### config.mk
export PLATFORM = sky130hd
export DESIGN_NAME = i2c_txn_arbiter
export DESIGN_NICKNAME = d
export VERILOG_FILES = /design/src/rtl/i2c_pkg.sv /design/src/rtl/rr_arbiter.sv /design/src/rtl/i2c_txn_arbiter.sv
export SDC_FILE = /design/constraint.sdc
export NUM_CORES = 1
export LEC_CHECK = 0
export CORE_AREA = 2 2 200 202
export DETAILED_ROUTE_END_ITERATION = 6
export DIE_AREA = 0 0 202 204
export SYNTH_ARGS = -nofsm -noshare
export SYNTH_HDL_FRONTEND = slang
export SYNTH_SLANG_ARGS = --single-unit
### constraint.sdc
create_clock -name Clk -period 5.6 [get_ports Clk]
set_input_delay 0.56 -clock Clk [delete_from_list [all_inputs] [get_ports Clk]]
set_output_delay 0.56 -clock Clk [all_outputs]
set_load 0.01 [all_outputs]
### src/rtl/i2c_pkg.sv
// Shared types and constants for the I2C transaction arbiter.
package i2c_pkg;

  localparam int unsigned MAX_BYTES       = 8;
  localparam int unsigned BYTES_W         = MAX_BYTES * 8;
  localparam logic [15:0] DEFAULT_TIMEOUT = 16'd50000;

  typedef enum logic [1:0] {
    IDLE,
    LAUNCH,
    WAIT,
    DONE
  } txnState_t;

  // Lengths the master cannot execute: empty write or anything beyond the byte buffer.
  function automatic logic lenInvalid(input logic [3:0] wrLen, input logic [3:0] rdLen);
    return (wrLen == 4'd0) || (wrLen > 4'(MAX_BYTES)) || (rdLen > 4'(MAX_BYTES));
  endfunction

endpackage

### src/rtl/rr_arbiter.sv
// Combinational round-robin pick: first requester after LastGrant, wrapping.
module rr_arbiter #(
  parameter int unsigned NREQ = 4,
  parameter int unsigned IDXW = (NREQ > 1) ? $clog2(NREQ) : 1
) (
  input  logic [NREQ-1:0] Req,
  input  logic [IDXW-1:0] LastGrant,
  output logic [NREQ-1:0] GrantOh,
  output logic [IDXW-1:0] GrantIdx,
  output logic            GrantValid
);

  logic [IDXW-1:0] cand;

  always_comb begin
    GrantOh    = '0;
    GrantIdx   = '0;
    GrantValid = 1'b0;
    cand       = '0;
    for (int unsigned i = 1; i <= NREQ; i++) begin
      cand = IDXW'((32'(LastGrant) + i) % NREQ);
      if (!GrantValid && Req[cand]) begin
        GrantValid    = 1'b1;
        GrantIdx      = cand;
        GrantOh[cand] = 1'b1;
      end
    end
  end

endmodule

### src/rtl/i2c_txn_arbiter.sv
// Arbitrates NREQ requesters onto one I2C master: grant, launch, wait, acknowledge,
// with per-phase timeout and length validation at grant.
module i2c_txn_arbiter
  import i2c_pkg::*;
#(
  parameter int unsigned NREQ    = 4,
  parameter logic [15:0] TIMEOUT = DEFAULT_TIMEOUT
) (
  input  logic                      Clk,
  input  logic                      Reset,
  input  logic [NREQ-1:0]           Req,
  input  logic [NREQ*BYTES_W-1:0]   ReqWrBytes,
  input  logic [NREQ*4-1:0]         ReqWrLen,
  input  logic [NREQ*4-1:0]         ReqRdLen,
  output logic [NREQ-1:0]           Ack,
  output logic                      Err,
  output logic [BYTES_W-1:0]        RdData,
  output logic                      Busy,
  output logic [BYTES_W-1:0]        MWrBytes,
  output logic [7:0]                MWrLen,
  output logic [7:0]                MRdLen,
  output logic                      MStartReq,
  input  logic                      MRdy,
  input  logic [BYTES_W-1:0]        MRdBytes
);

  localparam int unsigned IDXW = (NREQ > 1) ? $clog2(NREQ) : 1;

  logic [NREQ-1:0][BYTES_W-1:0] wrBytesArr;
  logic [NREQ-1:0][3:0]         wrLenArr;
  logic [NREQ-1:0][3:0]         rdLenArr;

  assign wrBytesArr = ReqWrBytes;
  assign wrLenArr   = ReqWrLen;
  assign rdLenArr   = ReqRdLen;

  txnState_t          state, stateNext;
  logic [IDXW-1:0]    lastGrant, lastGrantNext;
  logic [IDXW-1:0]    grantIdx, grantIdxNext;
  logic [NREQ-1:0]    grantOh, grantOhNext;
  logic [15:0]        cnt, cntNext;
  logic [NREQ-1:0]    ackNext;
  logic               errNext, busyNext, startNext;
  logic [BYTES_W-1:0] wrBytesNext, rdDataNext;
  logic [7:0]         wrLenNext, rdLenNext;
  logic [NREQ-1:0]    arbOh;
  logic [IDXW-1:0]    arbIdx;
  logic               arbValid;
  logic               timeoutHit;

  rr_arbiter #(.NREQ(NREQ), .IDXW(IDXW)) uArb (
    .Req       (Req),
    .LastGrant (lastGrant),
    .GrantOh   (arbOh),
    .GrantIdx  (arbIdx),
    .GrantValid(arbValid)
  );

  // Phase counter is zero on phase entry, so TIMEOUT cycles elapse at TIMEOUT-1.
  assign timeoutHit = (cnt == TIMEOUT - 16'd1);

  always_comb begin
    stateNext     = state;
    lastGrantNext = lastGrant;
    grantIdxNext  = grantIdx;
    grantOhNext   = grantOh;
    cntNext       = cnt;
    ackNext       = '0;
    errNext       = 1'b0;
    busyNext      = Busy;
    startNext     = 1'b0;
    wrBytesNext   = MWrBytes;
    wrLenNext     = MWrLen;
    rdLenNext     = MRdLen;
    rdDataNext    = RdData;

    unique case (state)
      IDLE: begin
        if (arbValid && MRdy) begin
          grantIdxNext = arbIdx;
          grantOhNext  = arbOh;
          wrBytesNext  = wrBytesArr[arbIdx];
          wrLenNext    = {4'b0000, wrLenArr[arbIdx]};
          rdLenNext    = {4'b0000, rdLenArr[arbIdx]};
          busyNext     = 1'b1;
          cntNext      = '0;
          if (lenInvalid(wrLenArr[arbIdx], rdLenArr[arbIdx])) begin
            stateNext = DONE;
            ackNext   = arbOh;
            errNext   = 1'b1;
          end else begin
            stateNext = LAUNCH;
            startNext = 1'b1;
          end
        end
      end

      LAUNCH: begin
        if (!MRdy) begin
          stateNext = WAIT;
          cntNext   = '0;
        end else if (timeoutHit) begin
          stateNext = DONE;
          ackNext   = grantOh;
          errNext   = 1'b1;
        end else begin
          startNext = 1'b1;
          cntNext   = cnt + 16'd1;
        end
      end

      WAIT: begin
        if (MRdy) begin
          stateNext  = DONE;
          rdDataNext = MRdBytes;
          ackNext    = grantOh;
        end else if (timeoutHit) begin
          stateNext = DONE;
          ackNext   = grantOh;
          errNext   = 1'b1;
        end else begin
          cntNext = cnt + 16'd1;
        end
      end

      DONE: begin
        lastGrantNext = grantIdx;
        busyNext      = 1'b0;
        stateNext     = IDLE;
      end

      default: stateNext = IDLE;
    endcase
  end

  always_ff @(posedge Clk or posedge Reset) begin
    if (Reset) begin
      state     <= IDLE;
      lastGrant <= IDXW'(NREQ - 1);
      grantIdx  <= '0;
      grantOh   <= '0;
      cnt       <= '0;
      Ack       <= '0;
      Err       <= 1'b0;
      Busy      <= 1'b0;
      MStartReq <= 1'b0;
      MWrBytes  <= '0;
      MWrLen    <= '0;
      MRdLen    <= '0;
      RdData    <= '0;
    end else begin
      state     <= stateNext;
      lastGrant <= lastGrantNext;
      grantIdx  <= grantIdxNext;
      grantOh   <= grantOhNext;
      cnt       <= cntNext;
      Ack       <= ackNext;
      Err       <= errNext;
      Busy      <= busyNext;
      MStartReq <= startNext;
      MWrBytes  <= wrBytesNext;
      MWrLen    <= wrLenNext;
      MRdLen    <= rdLenNext;
      RdData    <= rdDataNext;
    end
  end

endmodule

=== Word-level counts from Yosys, hierarchy flattened ===
Index checks and enable logic that the tools add are counted.

* Bits in registers: 169
* Word-level logic and storage cells: 123
* Input bits: 359

* Reduce and logical (&&, ||, !) cells: 21
* $lt $le $gt $ge: 11
* Equality and inequality tests: 6
* Mux-type cells: 64
* Bitwise gates (word level): 3
* $add $sub $neg: 5

{| class="wikitable"
|+ Operators by type and width
! kind !! count
|-
| $bmux W64 S2 || 1
|-
| $mux W16 || 4
|-
| $mux W64 || 1
|-
| $pmux W16 S3 || 1
|-
| $mux W4 || 11
|-
| $mux W1 || 22
|-
| $mux W2 || 9
|-
| $add A16 B1 Y16 const B || 1
|-
| $bmux W4 S2 || 2
|-
| $eq A16 B16 Y1 const B || 1
|-
| $lt A2 B3 Y1 const B || 5
|-
| $or A4 B4 Y4 || 3
|-
| $pmux W4 S3 || 1
|-
| $bmux W1 S2 || 4
|-
| $demux W1 S2 || 4
|-
| $ge A2 B1 Y1 const B || 4
|-
| $gt A4 B4 Y1 const B || 2
|-
| $logic_and A1 B1 Y1 || 8
|-
| $pmux W2 S4 || 1
|-
| $reduce_and A2 Y1 || 3
|-
| $add A2 B1 Y2 const B || 2
|-
| $add A2 B2 Y2 const B || 2
|-
| $eq A2 B2 Y1 const B || 2
|-
| $logic_not A4 Y1 || 1
|-
| other kinds (10) || 15
|}

=== Logic depth before layout (Yosys ltp) ===
Gate-level depths: netlist of run 1.

* Word-level depth: 21
* Mapped depth: 16
* Depth with buffers taken out: 10

=== By module ===
From an unflattened synthesis of run 1, not the netlist that was laid out.

* Cell total of the unflattened synthesis: 799
* Area total of the unflattened synthesis: 9,110.0 µm²

{| class="wikitable"
|+ Modules (own cells, without submodules)
! module !! times used !! area each (µm²) !! cells an instance !! sequential area each (µm²)
|-
| i2c_txn_arbiter || 1 || 8,480.6 || 713 || 4,231.6
|-
| rr_arbiter || 1 || 629.4 || 86 || 0.0
|}

=== Worst setup path before layout of run 1 ===
No wires, ideal clock.

* Path type: register to register
* From: register lastGrant[0]
* To: register Ack[0]
* Setup time: 0.129 ns
* Data arrival time: 3.346 ns
* Stages on the path, launching flop included: 15
* Path buffers: 4
* Period minus slack after synthesis: 3.475 ns
* Slack: 2.125 ns
* Cells stage by stage: dfstp_2 -> buf_6 -> buf_6 -> inv_1 -> clkbuf_1 -> ha_1 -> mux4_2 -> nor2b_4 -> buf_6 -> or3_1 -> a21oi_1 -> nor2_1 -> a32o_2 -> a211oi_4 -> o41ai_1

* Cells in the longest elaborated chain, start to end: 21
* Elaborated cells on any way between the ends: 66
* Those cells by class: add/sub: 4; order compare: 10; mux: 35; bitwise: 3; reduce/logical: 14

{| class="wikitable"
|+ RTL lines
! item !! RTL line !! text
|-
| start, declared || i2c_txn_arbiter.sv:38 || <nowiki>logic [IDXW-1:0] lastGrant, lastGrantNext;</nowiki>
|-
| start signal, assigned || i2c_txn_arbiter.sv:139 || <nowiki>lastGrant <= IDXW'(NREQ - 1);</nowiki>
|-
| start signal, assigned || i2c_txn_arbiter.sv:153 || <nowiki>lastGrant <= lastGrantNext;</nowiki>
|-
| $add A2 B1 Y2 || rr_arbiter.sv:21 || <nowiki>cand = IDXW'((32'(LastGrant) + i) % NREQ);</nowiki>
|-
| $bmux W1 S2 || rr_arbiter.sv:22 || <nowiki>if (!GrantValid && Req[cand]) begin</nowiki>
|-
| $mux W1 (implied by the code) || rr_arbiter.sv:22 ||
|-
| $mux W1 || rr_arbiter.sv:22 ||
|-
| $logic_not A1 Y1 || rr_arbiter.sv:22 ||
|-
| $logic_and A1 B1 Y1 || rr_arbiter.sv:22 ||
|-
| $mux W1 || rr_arbiter.sv:22 ||
|-
| $logic_not A1 Y1 || rr_arbiter.sv:22 ||
|-
| [5 not listed] || n/a ||
|-
| $bmux W4 S2 || i2c_txn_arbiter.sv:87 || <nowiki>if (lenInvalid(wrLenArr[arbIdx], rdLenArr[arbIdx])) begin</nowiki>
|-
| $mux W4 (implied by the code) || i2c_txn_arbiter.sv:87 ||
|-
| $gt A4 B4 Y1 / $logic_not A4 Y1 (equally long branches) || i2c_pkg.sv:17 || <nowiki>return (wrLen == 4'd0) || (wrLen > 4'(MAX_BYTES)) || (rdLen > 4'(MAX_BYTES));</nowiki>
|-
| $logic_or A1 B1 Y1 (2 in series) || i2c_pkg.sv:17 ||
|-
| $mux W4 || i2c_txn_arbiter.sv:87 ||
|-
| $mux W4 * || i2c_txn_arbiter.sv:79 || <nowiki>if (arbValid && MRdy) begin</nowiki>
|-
| $pmux W4 S3 * || i2c_txn_arbiter.sv:77 || <nowiki>unique case (state)</nowiki>
|-
| via ackNext[0] || i2c_txn_arbiter.sv:42 || <nowiki>logic [NREQ-1:0] ackNext;</nowiki>
|-
| end signal, assigned || i2c_txn_arbiter.sv:157 || <nowiki>Ack <= ackNext;</nowiki>
|-
| end, declared || i2c_txn_arbiter.sv:15 || <nowiki>output logic [NREQ-1:0] Ack,</nowiki>
|}

The timed path passes the listed nets; every way through them passes the cells marked *. The select of a mux whose other input is x is not followed.
A chain may end at the register's enable or synchronous reset.

=== Worst setup path after layout of run 1 ===
* From: register lastGrant[0]
* To: register MWrBytes[29]

* Cells in the longest elaborated chain, start to end: 15
* Elaborated cells on any way between the ends: 30
* Those cells by class: add/sub: 4; mux: 18; reduce/logical: 8

{| class="wikitable"
|+ RTL lines
! item !! RTL line !! text
|-
| $add A2 B1 Y2 || rr_arbiter.sv:21 ||
|-
| $bmux W1 S2 || rr_arbiter.sv:22 ||
|-
| $mux W1 (implied by the code) || rr_arbiter.sv:22 ||
|-
| $mux W1 || rr_arbiter.sv:22 ||
|-
| $logic_not A1 Y1 || rr_arbiter.sv:22 ||
|-
| $logic_and A1 B1 Y1 || rr_arbiter.sv:22 ||
|-
| $mux W1 || rr_arbiter.sv:22 ||
|-
| $logic_not A1 Y1 || rr_arbiter.sv:22 ||
|-
| $logic_and A1 B1 Y1 || rr_arbiter.sv:22 ||
|-
| $mux W1 || rr_arbiter.sv:22 ||
|-
| $logic_not A1 Y1 || rr_arbiter.sv:22 ||
|-
| $logic_and A1 B1 Y1 || rr_arbiter.sv:22 ||
|-
| $mux W2 / $mux W1 (equally long branches) || rr_arbiter.sv:22 ||
|-
| $bmux W64 S2 / $logic_and A1 B1 Y1 (equally long branches) || i2c_txn_arbiter.sv:82, i2c_txn_arbiter.sv:79 ||
|-
| $mux W64 (implied by the code) / $reduce_and A2 Y1 (equally long branches) || n/a ||
|-
| end signal, assigned || i2c_txn_arbiter.sv:161 || <nowiki>MWrBytes <= wrBytesNext;</nowiki>
|-
| end, declared || i2c_txn_arbiter.sv:19 || <nowiki>output logic [BYTES_W-1:0] MWrBytes,</nowiki>
|}

Parallel ways exist; a longest one is shown, timed or not. The select of a mux whose other input is x is not followed.

==> reports/metrics.yaml, run 1 <==
setup_path:
  cp_top_family: "simple AND/OR/NAND/NOR gates"
  r2r-start: "lastGrant[0]"
  worst-path-max-fanout: 71
  max_stage_delay_ns: 0.89
  crit_chain: "inv_1 -> ha_1 -> mux4_2 -> nor3_1 -> nand2b_1 -> nand3_4 -> buf_12 -> o21ai_0"
  cp.required_ns: 5.91
  worstRegToRegCells: 8
  crit_type: "flop to flop"
  cp-start-kind: "flop"
  crit_slowest_cell: "dfstp_2"
  critPathBufInv: 2
  reg2reg_to: "MWrBytes[29]"
  cp-end-kind: "flop"
  worstPathArrival_ns: 4.82
  r2r_slack_ns: 1.09
yosys:
  synthTopCellsByCount: "nand2_1, dfrtp_1, o21ai_0, nand3_1, mux2_2"
  netlist_area_mm2: 0.00987
  synthTopCellsByArea: "dfrtp_1, nand2_1, mux2_2"
  ys_warn_count: 0
  yosys.area.top_type_share_pct: 42.3
  syn_area_per_cell_um2: 8.11
  synth_top_family_by_area: "simple AND/OR/NAND/NOR gates"
  synthMuxAreaShare_pct: 9.50
  synth_top_flop_cell: "dfrtp_1"
  synth_edf_count: 0
  yosysMostFrequentCell: "nand2_1"
  yosys.area.top_type: "dfrtp_1"
  synthArstFlopShare_pct: 100
  ys_types: 64
  synth-simple-area-share_pct: 25.2
  ys_seq_area_share_pct: 42.9
  synth_compound_gate_area_share_pct: 14.4
  synth_xor_area_share_pct: 1.14
  synth_cells: 1217
  ys_ff_latch: 169
  synth_fa_ha_area_share_pct: 1.78
power_and_ir_drop:
  pwr-share-comb_pct: 61.0
  clock_power_share_pct: 14.7
  cellLeakagePower_nw: 6.81
  powerDensity_mw_per_mm2: 548
  fin_total_pwr_mw: 8.70
  internal_power_mw: 4.84
  pwr-share-seq_pct: 24.3
  swShare_pct: 44.4
  p_switching_mw: 3.86
  vdd_ir_drop_max_v: 0.000382
global_route:
  grt_pass1_wl_mm: 59.4
  grt_overflow: 0
  grt_pass1_vias: 10024
  grt_max_degree: 138
  track_usage_pct: 18.8
  antenna_found_initial: 5
cts:
  post_cts_buffers: 0
  clk_path_buf_depth: 2
  root_buffer: "clkbuf_16"
  postCtsResizedCells: 0
  cts_buffers: 17
  clk_pin_slew_worst_paths_ns: 0.07
  cts_tree: "built"
  cts-htree-levels: 4
  numClockSinks: 169
  clk_latency_ns: 0.44
  hold_buffers: 0
timing:
  hold_slack_ns: 0.478
  period_needed_ns: 4.51
  slew_violations: 0
  fin_skew_ns: 0.00853
  layout_setup_ws_ns: 1.09
  post-route-period-util_pct: 80.6
  hold_violations: 0
  fmax_mhz: 222
  relSlewSlack_pct: 38.5
  rsz0062_at_grt: "no"
  fin_tns_setup_ns: 0
  worst_pin_slew_ns: 0.911
  finalSetupViolCount: 0
floorplanning:
  fp.coreArea_mm2: 0.0392
  pin_count: 510
  start_util_pct: 25.2
  rows: 73
  die_y_um: 204
  dieArea_mm2: 0.0412
  die-width_um: 202
layout:
  drive_above_1_share_pct: 7.95
  num-nets-final: 2033
  final_util_pct: 40.6
  syn_to_final_growth_pct: 61.0
  final_area_mm2: 0.0159
  stdcell_count: 2199
min_path:
  hp-class: "flop to flop"
  hold_depth: 2
  hold_end: "MWrBytes[3]"
  hold_path.startpoint: "MWrBytes[3]"
drt:
  wl_mm: 39.7
  avgRoutedWirePerCell_um: 18.1
  ant_nets: 0
  num_vias: 10241
  drc: 0
  vias_per_cell: 4.66
  dr.pass1.iters: 6
  drt_iter0_drc: 556
run:
  cap_violations: 0
placement:
  io_buffers: 501
  dp.cells: 2166
  detailedPlacementHpwl_mm: 30.3
  preCtsSetupSlack_ns: 1.08
  globalplace.congestion: 0.852
  place_area_mm2: 0.0153
run_status:
  status: "complete, no violations"
layout by cell type, fill, tap and decap left out, types with 4 or more instances in the layout:
cell type,netlist,layout
clkdlybuf4s50_1,0,501
nand2_1,429,427
dfrtp_1,167,167
o21ai_0,124,124
nand3_1,78,77
mux2_2,69,69
nor2_1,37,36
o21ai_1,33,33
a21oi_1,27,27
clkbuf_16,0,17
ha_1,14,14
inv_1,13,12
nor3_1,11,11
xor2_1,8,8
conb_1,1,8
mux2i_1,7,7
nand4_1,7,7
and3_1,6,6
buf_4,8,6
a221oi_1,5,5
o41ai_1,5,5
mux4_2,4,4
a22oi_1,4,4
nor2b_1,4,4
o211ai_1,4,4
o31ai_1,4,4
inv_8,0,4
tightest hold or removal path, stage by stage, from the launching register on:
cell and delay [ns]:
dfrtp_1 0.34, nand2_1 0.05, o21ai_0 0.06
logic make-up after synthesis:
family,after synthesis
AO/OA/AOI/OAI,241
XOR/XNOR,12
adder cells (fa/ha/maj),14
buffers and inverters,106
flip-flops,169
multiplexers,80
other,1
AND/OR/NAND/NOR,594
power by group through the flow:
stage | Sequential (mW) | Clock (mW) | Combinational, mW
floorplan | 2.29 | 0 | 3.00
global placement | 2.12 | 0 | 5.34
detailed placement | 2.13 | 0 | 5.37
CTS | 2.12 | 1.32 | 5.38
global route | 2.19 | 1.36 | 5.90
finish | 2.12 | 1.28 | 5.31
area by class of cell:
class	count	area [um2]
timing repair buffer	510	5120
sequential	169	4230
multi-input combinational	949	5210
clock buffer	18	429
clock inverter	14	186
inverter	13	56.3
antenna	1	2.50
fill	3945	23300
tap	525	657
routing by layer:
layer | vias up | wire length (um) | GRT usage, %
met5 | - | 41 | 0
met3 | 42 | 3600 | 6.47
li1 | 5003 | - | -
met1 | 4765 | 16400 | 22.8
met4 | 6 | 778 | 5.72
met2 | 425 | 19000 | 31.3
worst max path at each step:
stage | to | depth (start not counted) | startpoint
2_1_floorplan | Ack[0] | 1 | Reset
3_3_place_gp | MWrBytes[25] | 8 | lastGrant[0]
3_5_place_dp | MWrBytes[29] | 8 | lastGrant[0]
4_1_cts | MWrBytes[58] | 8 | lastGrant[0]
5_1_grt | MWrBytes[56] | 9 | lastGrant[0]
6_report | MWrBytes[29] | 8 | lastGrant[0]
flip-flops by register name, indices dropped and copies added, names as in the netlist:
signal	flops
MStartReq	1
grantIdx	2
state	2
MWrLen	4
MRdLen	4
RdData	64
Ack	4
MWrBytes	64
lastGrant	2
cnt	16
Busy	1
grantOh	4
Err	1
No activity file was read; power rests on OpenSTA's default activity.
==> inputs of run 2 (changes only) <==
--- a/config.mk
+++ b/config.mk
@@ -5,9 +5,9 @@
 export SDC_FILE = /design/constraint.sdc
 export NUM_CORES = 1
 export LEC_CHECK = 0
-export CORE_AREA = 2 2 200 202
+export CORE_AREA = 2 2 199 201
 export DETAILED_ROUTE_END_ITERATION = 6
-export DIE_AREA = 0 0 202 204
+export DIE_AREA = 0 0 201 203
 export SYNTH_ARGS = -nofsm -noshare
 export SYNTH_HDL_FRONTEND = slang
 export SYNTH_SLANG_ARGS = --single-unit
==> constraint.sdc (replaced) <==
create_clock -name Clk -period 4 [get_ports Clk]
set_input_delay 0.4 -clock Clk [delete_from_list [all_inputs] [get_ports Clk]]
set_output_delay 0.4 -clock Clk [all_outputs]
set_load 0.01 [all_outputs]
==> run 2 against run 1 <==
  * Wire length rose by 2.8%
  * Sequential share of layout area fell by 0.23 points
  * Clock skew rose by 0.0020 ns
  * Via count rose by 0.27%
  * Combinational power rose by 44%
  * Flip-flop and latch count did not move
  * Design area rose by 0.88%
  * Count of clock-buffer cells in the layout fell by 1
  * Critical endpoint is now MWrBytes[1]
  * Largest power group unchanged
  * Highest routed layer unchanged
==> reports/metrics.yaml, run 2 (synthesis gave the netlist of run 1 again) <==
setup_path:
  crit_slowest_cell: "dfstp_2"
  critical_path_depth: 11  # +3
  cp-start-kind: "flop"
  reg2reg_to: "MWrBytes[1]"
  worstPathArrival_ns: 3.94  # -0.88 ns
  cp_top_family: "simple AND/OR/NAND/NOR gates"
  worstRegToRegCells: 11  # +3
  r2r_slack_ns: 0.41  # -0.68 ns
  crit_chain: "inv_1 -> ha_1 -> mux4_2 -> nor2b_2 -> o21ai_1 -> nand2_4 -> buf_12 -> nand2_1 -> nand2_1 -> o21ai_0 -> o21ai_0"
  crit_start: "lastGrant[0]"
  max_stage_delay_ns: 0.65  # -0.24 ns
  r2r-start: "lastGrant[0]"
  cp.required_ns: 4.35  # -1.56 ns
  critPathBufInv: 2  # unchanged
  crit_type: "flop to flop"
  critical_path.endpoint: "MWrBytes[1]"
  worst-path-max-fanout: 133  # +87%
  cp-end-kind: "flop"
layout:
  nFillCells: 3917  # -0.71%
  final_cell_mix: "clkdlybuf4s50_1, nand2_1, dfrtp_1, o21ai_0, nand3_1"
  final_common_cell: "clkdlybuf4s50_1"
  multiInputGateArea_mm2: 0.00521  # unchanged
  drive_above_1_share_pct: 8.56  # +0.61 points
  syn_to_final_growth_pct: 62.5
  stdcell_count: 2206  # +0.32%
  seq_area_mm2: 0.00423  # unchanged
  num-nets-final: 2043  # +0.49%
  final_area_mm2: 0.0160  # +0.88%
  reg_top3: "MWrBytes: 64 flops, RdData: 64 flops, cnt: 16 flops"
floorplanning:
  rows: 72  # -1.4%
  start_util_pct: 25.7  # +0.47 points
  die-width_um: 201  # -0.50%
  fp.coreArea_mm2: 0.0385  # -1.8%
  dieArea_mm2: 0.0408  # -0.98%
  pin_count: 510  # unchanged
  die_y_um: 203  # -0.49%
placement:
  io_buffers: 501  # unchanged
  place_area_mm2: 0.0154  # +0.90%
  detailedPlacementHpwl_mm: 31.4  # +3.7%
  globalplace.congestion: 0.874  # +2.6%
  dp.cells: 2169  # +0.14%
timing:
  fmax_mhz: 278  # +26%
  fin_tns_setup_ns: 0  # unchanged
  post-route-period-util_pct: 89.9  # +9.3 points
  rsz0062_at_grt: "no"
  period_needed_ns: 3.59  # -0.920 ns
  finalSetupViolCount: 0  # unchanged
  relSlewSlack_pct: 35.5  # -2.9 points
  worst_pin_slew_ns: 0.965  # +0.0539 ns
  hold_violations: 0  # unchanged
  slew_violations: 0  # unchanged
  fin_skew_ns: 0.0105  # +0.00199 ns
drt:
  wl_mm: 40.8  # +2.8%
  avgRoutedWirePerCell_um: 18.5  # +2.5%
  vias_per_cell: 4.66  # about the same
  ant_nets: 0  # unchanged
  drt_iter0_drc: 516  # -7.2%
  dr.pass1.iters: 5  # -1
  num_vias: 10269  # +0.27%
  drc: 0  # unchanged
cts:
  cts_tree: "built"
  hold_buffers: 0  # unchanged
  clk_latency_ns: 0.43  # about the same
  clk_path_buf_depth: 2  # unchanged
  cts-htree-levels: 4  # unchanged
  cts_buffers: 17  # unchanged
  post_cts_buffers: 0  # unchanged
  root_buffer: "clkbuf_16"
  postCtsResizedCells: 0  # unchanged
  numClockSinks: 169  # unchanged
  clk_pin_slew_worst_paths_ns: 0.07  # about the same
power_and_ir_drop:
  p_switching_mw: 5.49  # +42%
  powerDensity_mw_per_mm2: 766  # +40%
  cellLeakagePower_nw: 6.88  # +1.1%
  vdd_ir_drop_max_v: 0.000600  # +57%
  clock_power_share_pct: 13.9  # -0.8 points
  internal_power_mw: 6.79  # +40%
  pwr-share-comb_pct: 62.4  # +1.4 points
  pwr-share-seq_pct: 23.7  # -0.6 points
  swShare_pct: 44.7  # +0.32 points
global_route:
  grt_pass1_wl_mm: 62.2  # +4.6%
  antenna_found_initial: 8  # +3
  grt_max_degree: 134  # -2.9%
  grt_pass1_vias: 10342  # +3.2%
  track_usage_pct: 19.7  # +0.94 points
  grt_overflow: 0  # unchanged
min_path:
  hp-class: "flop to flop"
run:
  cap_violations: 0  # unchanged
run_status:
  status: "complete, no violations"
[run 2: how the worst min path moves through the flow]
stage | slack, ns | cells after the start | from | end
2_1_floorplan | 0.44 | 2 | grantOh[0] | Ack[0]
3_3_place_gp | 0.46 | 2 | MWrBytes[27] | MWrBytes[27]
3_5_place_dp | 0.46 | 2 | grantOh[2] | Ack[2]
4_1_cts | 0.48 | 2 | grantOh[2] | Ack[2]
5_1_grt | 0.50 | 2 | grantOh[2] | Ack[2]
6_report | 0.48 | 2 | grantOh[2] | Ack[2]
[run 2: final cells by class]
| class | instances | share of cell area, % |
|---|---|---|
| Clock inverter | 15 | 1.14 |
| Clock buffer | 17 | 2.65 |
| Sequential cell | 169 | 26.4 |
| Timing Repair Buffer | 520 | 32.9 |
| Tap cell | 518 | 4.04 |
| Antenna cell | 5 | 0.0780 |
| Multi-Input combinational cell | 949 | 32.5 |
| Inverter | 13 | 0.328 |
[run 2: worst reg2reg max path, cell delays in order, from the launching register on]
cell and delay [ns]:
dfstp_2 0.65, inv_1 0.08, ha_1 0.40, mux4_2 0.47
nor2b_2 0.46, o21ai_1 0.24, nand2_4 0.14, buf_12 0.38
nand2_1 0.28, nand2_1 0.14, o21ai_0 0.12, o21ai_0 0.16
[run 2: stage by stage]
step | setup WS [ns] | power (mW) | hold WS (ns) | util [%]
final | 0.405 | 12.3 | 0.480 | 41.7
after global placement | 0.443 | 10.6 | 0.459 | 40.1
after floorplan | 0.525 | 7.40 | 0.443 | -
after global routing | 0.159 | 13.3 | 0.501 | 41.7
after CTS | 0.380 | 12.4 | 0.479 | 41.6
after detailed placement | 0.365 | 10.7 | 0.462 | 40.1
[run 2: power by group through the flow]
stage / Sequential [mW] / Clock, mW / Combinational [mW]
6_report: 2.91 / 1.71 / 7.65
5_1_grt: 3.01 / 1.84 / 8.45
4_1_cts: 2.92 / 1.78 / 7.75
3_5_place_dp: 2.93 / 0 / 7.73
3_3_place_gp: 2.91 / 0 / 7.65
2_1_floorplan: 3.20 / 0 / 4.20
[run 2: routing by layer]
metal	GRT usage (%)	wire, um	up-vias
li1	-	-	5016
met4	6.35	786	2
met3	6.48	3220	36
met1	23.3	16700	4820
met2	33.7	20100	395
met5	0	13	-
==> inputs of run 3 (changes only) <==
--- a/config.mk
+++ b/config.mk
@@ -5,7 +5,9 @@
 export SDC_FILE = /design/constraint.sdc
 export NUM_CORES = 1
 export LEC_CHECK = 0
+export ABC_CLOCK_PERIOD_IN_PS = 4000
 export CORE_AREA = 2 2 199 201
+export CTS_CLUSTER_DIAMETER = 30
 export DETAILED_ROUTE_END_ITERATION = 6
 export DIE_AREA = 0 0 201 203
 export SYNTH_ARGS = -nofsm -noshare
==> results of run 3 <==
No change in the layout: final DEF, timing and power equal those of run 2.
